===== src/rtl/uart_bridge_pkg.sv =====
// Shared definitions for the UART memory bridge: parser states, command and
// response byte codes, and a byte-select helper for the response buffer.
package uart_bridge_pkg;

  typedef enum logic [2:0] {
    S_INIT,
    S_CMD,
    S_ADDR,
    S_DATA,
    S_MEM,
    S_TX
  } state_e;

  localparam logic [7:0] CMD_RD  = 8'h52;
  localparam logic [7:0] CMD_WR  = 8'h57;
  localparam logic [7:0] RSP_ACK = 8'h2E;
  localparam logic [7:0] RSP_ERR = 8'h3F;

  // Value the UART data register reads as when its receive buffer is empty.
  localparam logic [31:0] UART_EMPTY = 32'hFFFF_FFFF;

  // Byte lane idx of a word, lane 0 being bits [7:0].
  function automatic logic [7:0] pickByte(input logic [31:0] word, input logic [1:0] idx);
    pickByte = word[{idx, 3'b000} +: 8];
  endfunction

endpackage


===== src/rtl/uart_bridge_rxpoll.sv =====
// Receive side of the bridge: watches the UART data register, consumes one
// byte at a time and hands it to the parser as a one-cycle byte_valid strobe.
// After each consume pulse one cycle is skipped, because the UART's valid
// flag only drops a cycle after the consume.
module uart_bridge_rxpoll
  import uart_bridge_pkg::*;
(
  input  logic        clk,
  input  logic        resetn,
  input  logic        poll_en_i,
  input  logic [31:0] reg_dat_do,
  output logic        reg_dat_re,
  output logic        byte_valid,
  output logic [7:0]  byte_data
);

  logic       re_q, re_d;
  logic       skip_q, skip_d;
  logic [7:0] data_q, data_d;

  // Decide whether to take a byte this cycle; never sample during the pulse or the skip cycle.
  always_comb begin
    re_d   = 1'b0;
    skip_d = re_q;
    data_d = data_q;
    if (poll_en_i && !re_q && !skip_q && (reg_dat_do != UART_EMPTY)) begin
      re_d   = 1'b1;
      data_d = reg_dat_do[7:0];
    end
  end

  // Consume pulse, skip flag and captured byte registers.
  always_ff @(posedge clk) begin
    if (!resetn) begin
      re_q   <= 1'b0;
      skip_q <= 1'b0;
      data_q <= 8'h00;
    end else begin
      re_q   <= re_d;
      skip_q <= skip_d;
      data_q <= data_d;
    end
  end

  assign reg_dat_re = re_q;
  assign byte_valid = re_q;
  assign byte_data  = data_q;

endmodule


===== src/rtl/uart_mem_bridge.sv =====
// UART debug bridge: parses 'R'/'W' byte commands from the UART register port,
// performs one 32-bit access on the native memory bus and sends the reply
// bytes back through the UART. All outputs are registered so they read 0
// while in reset. Optional macro UART_BRIDGE_TIMEOUT_EN adds an inter-byte
// timeout that silently abandons a half-received command.
module uart_mem_bridge #(
  parameter int DIVIDER = 104,
  parameter int TIMEOUT = 1_000_000
) (
  input  logic        clk,
  input  logic        resetn,
  output logic [3:0]  reg_div_we,
  output logic [31:0] reg_div_di,
  output logic        reg_dat_we,
  output logic        reg_dat_re,
  output logic [31:0] reg_dat_di,
  input  logic [31:0] reg_dat_do,
  input  logic        reg_dat_wait,
  output logic        mem_valid,
  input  logic        mem_ready,
  output logic [31:0] mem_addr,
  output logic [31:0] mem_wdata,
  output logic [3:0]  mem_wstrb,
  input  logic [31:0] mem_rdata
);

  import uart_bridge_pkg::*;

  state_e      state_q, state_d;
  logic        isWr_q, isWr_d;
  logic [1:0]  byteCnt_q, byteCnt_d;
  logic [31:0] addr_q, addr_d;
  logic [31:0] wdata_q, wdata_d;
  logic [31:0] rsp_q, rsp_d;
  logic [1:0]  rspLast_q, rspLast_d;
  logic [1:0]  txCnt_q, txCnt_d;
  logic [3:0]  divWe_q, divWe_d;
  logic [31:0] divDi_q, divDi_d;
  logic        datWe_q, datWe_d;
  logic [7:0]  datDi_q, datDi_d;
  logic        memValid_q, memValid_d;
  logic [31:0] memAddr_q, memAddr_d;
  logic [31:0] memWdata_q, memWdata_d;
  logic [3:0]  memWstrb_q, memWstrb_d;

  logic        pollEn;
  logic        byteValid;
  logic [7:0]  byteData;
  logic [31:0] addrShift;
  logic [31:0] wdataShift;

`ifdef UART_BRIDGE_TIMEOUT_EN
  logic [31:0] tmo_q, tmo_d;
`else
  localparam int unusedTimeout = TIMEOUT;
`endif

  // Bytes are only taken from the UART while a command is being parsed.
  assign pollEn     = (state_q == S_CMD) || (state_q == S_ADDR) || (state_q == S_DATA);
  assign addrShift  = {byteData, addr_q[31:8]};
  assign wdataShift = {byteData, wdata_q[31:8]};

  uart_bridge_rxpoll u_rxpoll (
    .clk        (clk),
    .resetn     (resetn),
    .poll_en_i  (pollEn),
    .reg_dat_do (reg_dat_do),
    .reg_dat_re (reg_dat_re),
    .byte_valid (byteValid),
    .byte_data  (byteData)
  );

  // Parser, memory access and transmit sequencing: next state and next output values.
  always_comb begin
    state_d    = state_q;
    isWr_d     = isWr_q;
    byteCnt_d  = byteCnt_q;
    addr_d     = addr_q;
    wdata_d    = wdata_q;
    rsp_d      = rsp_q;
    rspLast_d  = rspLast_q;
    txCnt_d    = txCnt_q;
    divWe_d    = 4'h0;
    divDi_d    = 32'h0;
    datWe_d    = datWe_q;
    datDi_d    = datDi_q;
    memValid_d = memValid_q;
    memAddr_d  = memAddr_q;
    memWdata_d = memWdata_q;
    memWstrb_d = memWstrb_q;
`ifdef UART_BRIDGE_TIMEOUT_EN
    tmo_d      = 32'h0;
`endif

    case (state_q)
      S_INIT: begin
        divWe_d = 4'hF;
        divDi_d = 32'(DIVIDER);
        state_d = S_CMD;
      end

      S_CMD: begin
        if (byteValid) begin
          byteCnt_d = 2'd0;
          if (byteData == CMD_RD) begin
            isWr_d  = 1'b0;
            state_d = S_ADDR;
          end else if (byteData == CMD_WR) begin
            isWr_d  = 1'b1;
            state_d = S_ADDR;
          end else begin
            rsp_d     = {24'h0, RSP_ERR};
            rspLast_d = 2'd0;
            txCnt_d   = 2'd0;
            datWe_d   = 1'b1;
            datDi_d   = RSP_ERR;
            state_d   = S_TX;
          end
        end
      end

      S_ADDR: begin
        if (byteValid) begin
          addr_d    = addrShift;
          byteCnt_d = byteCnt_q + 2'd1;
          if (byteCnt_q == 2'd3) begin
            if (isWr_q) begin
              state_d = S_DATA;
            end else begin
              memValid_d = 1'b1;
              memAddr_d  = {addrShift[31:2], 2'b00};
              memWstrb_d = 4'h0;
              state_d    = S_MEM;
            end
          end
        end
      end

      S_DATA: begin
        if (byteValid) begin
          wdata_d   = wdataShift;
          byteCnt_d = byteCnt_q + 2'd1;
          if (byteCnt_q == 2'd3) begin
            memValid_d = 1'b1;
            memAddr_d  = {addr_q[31:2], 2'b00};
            memWdata_d = wdataShift;
            memWstrb_d = 4'hF;
            state_d    = S_MEM;
          end
        end
      end

      S_MEM: begin
        if (mem_ready) begin
          memValid_d = 1'b0;
          memWstrb_d = 4'h0;
          txCnt_d    = 2'd0;
          datWe_d    = 1'b1;
          state_d    = S_TX;
          if (isWr_q) begin
            rsp_d     = {24'h0, RSP_ACK};
            rspLast_d = 2'd0;
            datDi_d   = RSP_ACK;
          end else begin
            rsp_d     = mem_rdata;
            rspLast_d = 2'd3;
            datDi_d   = mem_rdata[7:0];
          end
        end
      end

      S_TX: begin
        if (datWe_q) begin
          if (!reg_dat_wait) begin
            datWe_d = 1'b0;
            if (txCnt_q == rspLast_q) begin
              state_d = S_CMD;
            end else begin
              txCnt_d = txCnt_q + 2'd1;
            end
          end
        end else begin
          datWe_d = 1'b1;
          datDi_d = pickByte(rsp_q, txCnt_q);
        end
      end

      default: state_d = S_INIT;
    endcase

`ifdef UART_BRIDGE_TIMEOUT_EN
    if ((state_q == S_ADDR) || (state_q == S_DATA)) begin
      if (byteValid) begin
        tmo_d = 32'h0;
      end else if (tmo_q >= 32'(TIMEOUT - 1)) begin
        tmo_d     = 32'h0;
        byteCnt_d = 2'd0;
        state_d   = S_CMD;
      end else begin
        tmo_d = tmo_q + 32'd1;
      end
    end
`endif
  end

  // State and registered-output update; reset clears everything including outputs.
  always_ff @(posedge clk) begin
    if (!resetn) begin
      state_q    <= S_INIT;
      isWr_q     <= 1'b0;
      byteCnt_q  <= 2'd0;
      addr_q     <= 32'h0;
      wdata_q    <= 32'h0;
      rsp_q      <= 32'h0;
      rspLast_q  <= 2'd0;
      txCnt_q    <= 2'd0;
      divWe_q    <= 4'h0;
      divDi_q    <= 32'h0;
      datWe_q    <= 1'b0;
      datDi_q    <= 8'h0;
      memValid_q <= 1'b0;
      memAddr_q  <= 32'h0;
      memWdata_q <= 32'h0;
      memWstrb_q <= 4'h0;
`ifdef UART_BRIDGE_TIMEOUT_EN
      tmo_q      <= 32'h0;
`endif
    end else begin
      state_q    <= state_d;
      isWr_q     <= isWr_d;
      byteCnt_q  <= byteCnt_d;
      addr_q     <= addr_d;
      wdata_q    <= wdata_d;
      rsp_q      <= rsp_d;
      rspLast_q  <= rspLast_d;
      txCnt_q    <= txCnt_d;
      divWe_q    <= divWe_d;
      divDi_q    <= divDi_d;
      datWe_q    <= datWe_d;
      datDi_q    <= datDi_d;
      memValid_q <= memValid_d;
      memAddr_q  <= memAddr_d;
      memWdata_q <= memWdata_d;
      memWstrb_q <= memWstrb_d;
`ifdef UART_BRIDGE_TIMEOUT_EN
      tmo_q      <= tmo_d;
`endif
    end
  end

  assign reg_div_we = divWe_q;
  assign reg_div_di = divDi_q;
  assign reg_dat_we = datWe_q;
  assign reg_dat_di = {24'h0, datDi_q};
  assign mem_valid  = memValid_q;
  assign mem_addr   = memAddr_q;
  assign mem_wdata  = memWdata_q;
  assign mem_wstrb  = memWstrb_q;

endmodule


===== config.mk =====
export PLATFORM = sky130hd
export DESIGN_NAME = uart_mem_bridge
export DESIGN_NICKNAME = d
export VERILOG_FILES = /design/src/rtl/uart_bridge_pkg.sv /design/src/rtl/uart_bridge_rxpoll.sv /design/src/rtl/uart_mem_bridge.sv
export SDC_FILE = /design/constraint.sdc
export NUM_CORES = 1
export LEC_CHECK = 0
export BUFFER_PORTS_ARGS = -buffer_cell sky130_fd_sc_hd__buf_2
export CELL_PAD_IN_SITES_DETAIL_PLACEMENT = 1
export CELL_PAD_IN_SITES_GLOBAL_PLACEMENT = 2
export CORE_UTILIZATION = 33
export CTS_CLUSTER_DIAMETER = 50
export DETAILED_ROUTE_END_ITERATION = 7
export PLACE_DENSITY = 0.82
export SLEW_MARGIN = 25
export SYNTH_ARGS = -nofsm -noshare
export SYNTH_HDL_FRONTEND = slang
export SYNTH_SLANG_ARGS = --single-unit

===== constraint.sdc =====
create_clock -name clk -period 4.1 [get_ports clk]
set_input_delay 0.205 -clock clk [delete_from_list [all_inputs] [get_ports clk]]
set_output_delay 0.205 -clock clk [all_outputs]
set_load 0.1 [all_outputs]

# Word level (Yosys, flattened, before mapping)
# Index checks and enable logic that the tools add are counted.
# word_totals
inputBits,68
out_inout_bits,139
elab_cells,146
ff_bits,230
# op_classes
reduce_logical,27
addsub,2
muxes,72
n_eq_ne,25
shift,1
# op_table
op,count
$mux 32,10
$pmux 32 s2,2
$mux 8,6
$mux 3,12
$ne 32x32->1 const B,1
$shiftx 32x6->8,1
$mux 4,7
$pmux 8 s3,1
$mux 2,11
$ne 2x2->1 const B,9
$pmux 3 s6,1
$eq 8x7->1 const B,2
$mux 1,15
$ne 2x1->1 const B,6
$pmux 4 s3,1
$reduce_and 6->1,2
$reduce_and 5->1,2
$reduce_and 3->1,3
$reduce_and 9->1,1
$pmux 2 s2,2
$reduce_and 8->1,1
$reduce_bool 2->1,4
$mux 7,1
$reduce_and 7->1,1
15 further kinds,25

# Logic depth before layout (Yosys ltp)
# depth
word_depth,7
mapped_depth,8
mapped_depth_nobuf,5

# By module
# A second synthesis with hierarchy kept.
# hier_totals
cells_unflattened,978
hier_area_um2,8025.2
# modules_own_cells
mod,area_per_inst_um2,n_inst,cells_each,seq_area_each_um2
uart_mem_bridge,7578.5,1,926,3383.2
uart_bridge_rxpoll,446.7,1,52,200.2

# Worst setup path after synthesis
# OpenSTA, ideal clock, no wires.
# synth_path
path_kind,reg-to-reg
startpoint,"reg u_rxpoll.re_q, in the netlist u_rxpoll.byte_valid"
endpoint,"reg memAddr_q[12], in the netlist mem_addr[12]"
setup_slack_ps,1766
path_buffers,1
setup_ps,91
required_time_ps,4009
t_arrival_ps,2243
synth_period_minus_slack_ps,2334
stages_incl_launch_ff,6
path_cell_list,dfxtp_1 > nand2_1 > nor4b_4 > clkbuf_1 > nor2_1 > a311oi_1
# synth_via
elab_chain_len,2
elab_cells_between_ends,3
classes_between,eq/ne (2); reduce/logical (1)
# synth_lines
item,line_no,text
"start, declared",uart_bridge_rxpoll.sv:17,"logic re_q, re_d;"
"start signal, assigned",uart_bridge_rxpoll.sv:39,re_q <= re_d;
$ne 2x1->1 (no source line),-,
$reduce_and 6->1 (no source line) (*),-,
"end signal, assigned",uart_mem_bridge.sv:242,memAddr_q <= memAddr_d;
"end, declared",uart_mem_bridge.sv:42,"logic [31:0] memAddr_q, memAddr_d;"
# Every way passes the cells marked *; elsewhere a longest branch is shown, timed or not.
# A chain may end at the register's enable or synchronous reset.

# Worst setup path in the final report
# layout_path
startpoint,"reg u_rxpoll.data_q[1], in the netlist u_rxpoll.byte_data[1]"
endpoint,reg rsp_q[25]
# layout_via
elab_chain_len,3
elab_cells_between_ends,5
classes_between,eq/ne (4); reduce/logical (1)
# layout_lines
item,line_no,text
"start, declared",uart_bridge_rxpoll.sv:19,"logic [7:0] data_q, data_d;"
"start signal, assigned",uart_bridge_rxpoll.sv:41,data_q <= data_d;
"$eq 8x7->1, on equally long branches","uart_mem_bridge.sv:108, uart_mem_bridge.sv:105",
$ne 2x2->1 (no source line),-,
$reduce_and 5->1 (no source line) (*),-,
"end signal, assigned",uart_mem_bridge.sv:234,rsp_q <= rsp_d;
"end, declared",uart_mem_bridge.sv:34,"logic [31:0] rsp_q, rsp_d;"
# Marked as above.

==> out/results.txt <==
Buf/Inv on CP - 1
minimum clock period - 2.57 ns
max-cap viol count - 0
grt ovf - 0
DP HPWL - 14,700 µm
CP max-delay cell - a21boi_4
delay-heaviest family, CP - compound AO/OA/AOI/OAI gates
Tot GR Track Use - 18.5%
setup TNS - 0 ns
worst hold stages - 3
hold_buf cts - 0
placed cell areas - 8570 µm²
Cell Area, Synth - 7940 µm²
top_reg_cell synth - dfxtp_1
IO Count - 207
peak supply drop - 0.189 mV
fin crit share - 62.7%
Unique masters post-synth - 55
Routed Antenna Nets - 0
die height - 157 µm
H-Tree Depth - 4
# fillers - 2,949
Tot Pwr - 4.00 mW
Syn-to-layout area delta - 15.5%
Worst Path Arrival - 2.93 ns
initial antenna violation count - 0
depth of the worst register-to-register path - 5
commonest non-fill, non-tap cells in the layout - nand2_1, dfxtp_1, buf_2
CTS resizes - 0
worst reg2reg path startpoint - u_rxpoll.byte_data[1]
CP Capture Type - flip-flop
Pleak - 3.58 nW
die area - 24,700 µm²
final setup fails - 0
largest net degree at the start of global routing - 73
unrepaired setup endpoints after global routing - no
first-pass GRT wire length - 35,600 µm
Req. time, crit path - 4.46 ns
routed len/inst - 15.9 µm
Max clock buf depth - 2
post-route clock skew - 0.0205 ns
Placed Cells - 1,362
Hold WS - 0.0195 ns
Port Buffers - 151
finished layout cell area - 9170 µm²
fmax - 389 MHz
commonest non-fill, non-tap cell in the layout - nand2_1
R2R Setup Slk - 1.53 ns
Worst-Skew Late Latency - 0.44 ns
max-slew violations - 0
measured slew at the worst slew-check pin - 0.940 ns
min-delay src - mem_rdata[10]
CTS clock-pin slew for the worst setup and hold paths - 0.08 ns
core area - 23,500 µm²
register area - 3580 µm²
routed vias - 6,690
RD Place Congestion - 0.754
Setup WS pre-CTS - 1.57 ns
DRC viols - 0
Yosys reg bits - 179
status - finished, final reports clean
Worst setup SP type - flip-flop
Syn Inst Count - 964
Syn Area/Cell - 8.23 µm²
Finished Layout Cells - 1,394
CTS sink count - 179
CP Max Fanout - 20
slowest stage delay, CP - 0.79 ns
Hold Crit Endpoint - rsp_q[10]
Row Count - 56
area occupied by multi-input gates - 3700 µm²
DRT Wirelength - 22,100 µm
Initial Util - 33.7%
Final Util - 38.9%
routed vias/inst - 4.80
Cell Pwr Density - 437 nW/µm²
register area share after synthesis - 45.2%
share of post-route cells with drive strength above 1 - 20.2%
1st-pass router iterations - 4
Post-synth EDFFs - 0
CTS tree - done
nets@finish - 1,131
Antenna Cells - 0
Slew Limit Headroom - 37.2%
CP Depth - 5
TritonCTS Buffers - 17
Async SR Flop Fraction - 0%
Reg-to-Reg End - rsp_q[25]
vias in the first global route - 6,613
Die Width - 157 µm
CP Class - reg -> reg
cells along the critical path - nand2b_1 > or3_1 > a21boi_4 > buf_4 > mux2i_1
clk root buf - clkbuf_16
setup slack after layout - 1.53 ns
Starting DRT DRC Count - 441
Final Hold Viols - 0
Hold WC Path Type - in -> reg
postcts setup bufs - 0
Yosys warning count - 0
worst min-delay path, cell delays in order:
cell,delay [ns]
buf_2,0.10
nand3_1,0.05
mux2i_1,0.05
worst max-delay path by stage:
stage                          start      endpoint  slack (ns)
3_3_place_gp              state_q[1]   wdata_q[27]        1.58
6_report       u_rxpoll.byte_data[1]     rsp_q[25]        1.53
2_1_floorplan    u_rxpoll.byte_valid  mem_addr[12]        1.77
3_5_place_dp              state_q[1]   wdata_q[24]        1.57
4_1_cts                   state_q[1]   wdata_q[24]        1.54
5_1_grt                   state_q[1]   wdata_q[29]        1.33
cell type report:
class | instances | area share, %
Multi-Input combinational cell | 694 | 40.4
Sequential cell | 179 | 39.1
Inverter | 5 | 0.218
Clock buffer | 18 | 4.68
Tap cell | 319 | 4.35
Clock inverter | 14 | 1.83
Timing Repair Buffer | 165 | 9.39
state kept, by name, indices dropped and copies added, names as in the netlist:
register and count:
rsp_q 32, isWr_q 1, u_rxpoll.byte_valid 1, reg_div_we 1, addr_q 30, rspLast_q 1, state_q 3, datDi_q 8
mem_addr 30, mem_valid 1, txCnt_q 2, byteCnt_q 2, wdata_q 24, u_rxpoll.skip_q 1, mem_wdata 32, reg_dat_we 1
u_rxpoll.byte_data 8, mem_wstrb 1
synthesized netlist by cell type (2+ instances only):
cell	count	share of area, %
or3_1	2	0.16
o21ai_0	6	0.38
or2_1	2	0.16
o21ai_1	5	0.32
o211ai_1	6	0.57
a31oi_1	2	0.16
o221a_1	2	0.28
nor3_1	4	0.25
o41ai_1	7	0.77
a311oi_1	30	3.3
buf_2	16	1.0
buf_1	2	0.095
nor4_1	3	0.24
buf_4	65	6.1
or4_1	2	0.19
inv_1	3	0.14
and2_1	4	0.32
a21oi_1	97	6.1
nand3b_1	3	0.28
inv_2	2	0.095
a22oi_1	2	0.19
o22ai_1	4	0.32
nor2b_1	2	0.16
mux4_2	8	2.3
buf_12	3	0.76
nand2_1	288	14
dfxtp_1	179	45
a211oi_1	3	0.28
o221ai_1	2	0.22
nand2b_1	7	0.55
clkbuf_1	53	2.5
mux2i_1	41	5.2
nand3_1	31	2.0
nand4_1	10	0.79
nor2_1	48	2.3
power by group:
group	total, mW	leakage [nW]	switching [mW]	internal (mW)
logic	0.548	1.84	0.454	0.0941
clock network	1.66	0.292	0.784	0.872
registers	1.80	1.45	0.0356	1.76
total	4.00	3.58	1.27	2.73
metal layers:
metal / up-vias / wire (µm) / track usage (%)
met4: 0 / 170 / 4.67
met1: 3188 / 10600 / 24.8
met3: 10 / 939 / 4.19
met2: 144 / 10400 / 29.8
met5: - / 0 / 0
li1: 3348 / - / -
cell families (layout without fill, tap and decap cells):
family	after synthesis	in the layout	synth area share [%]
xor gates and xnor gates	1	1	0.110
AOI/OAI and AO/OA	174	174	13.9
and+or+nand+nor	414	414	22.3
muxes	49	49	7.44
other	1	55	0.0473
buffers and inverters	145	202	10.9
DFF	179	179	45.2
adders and majority gates	1	1	0.158
(Power assumes the default switching activity.)
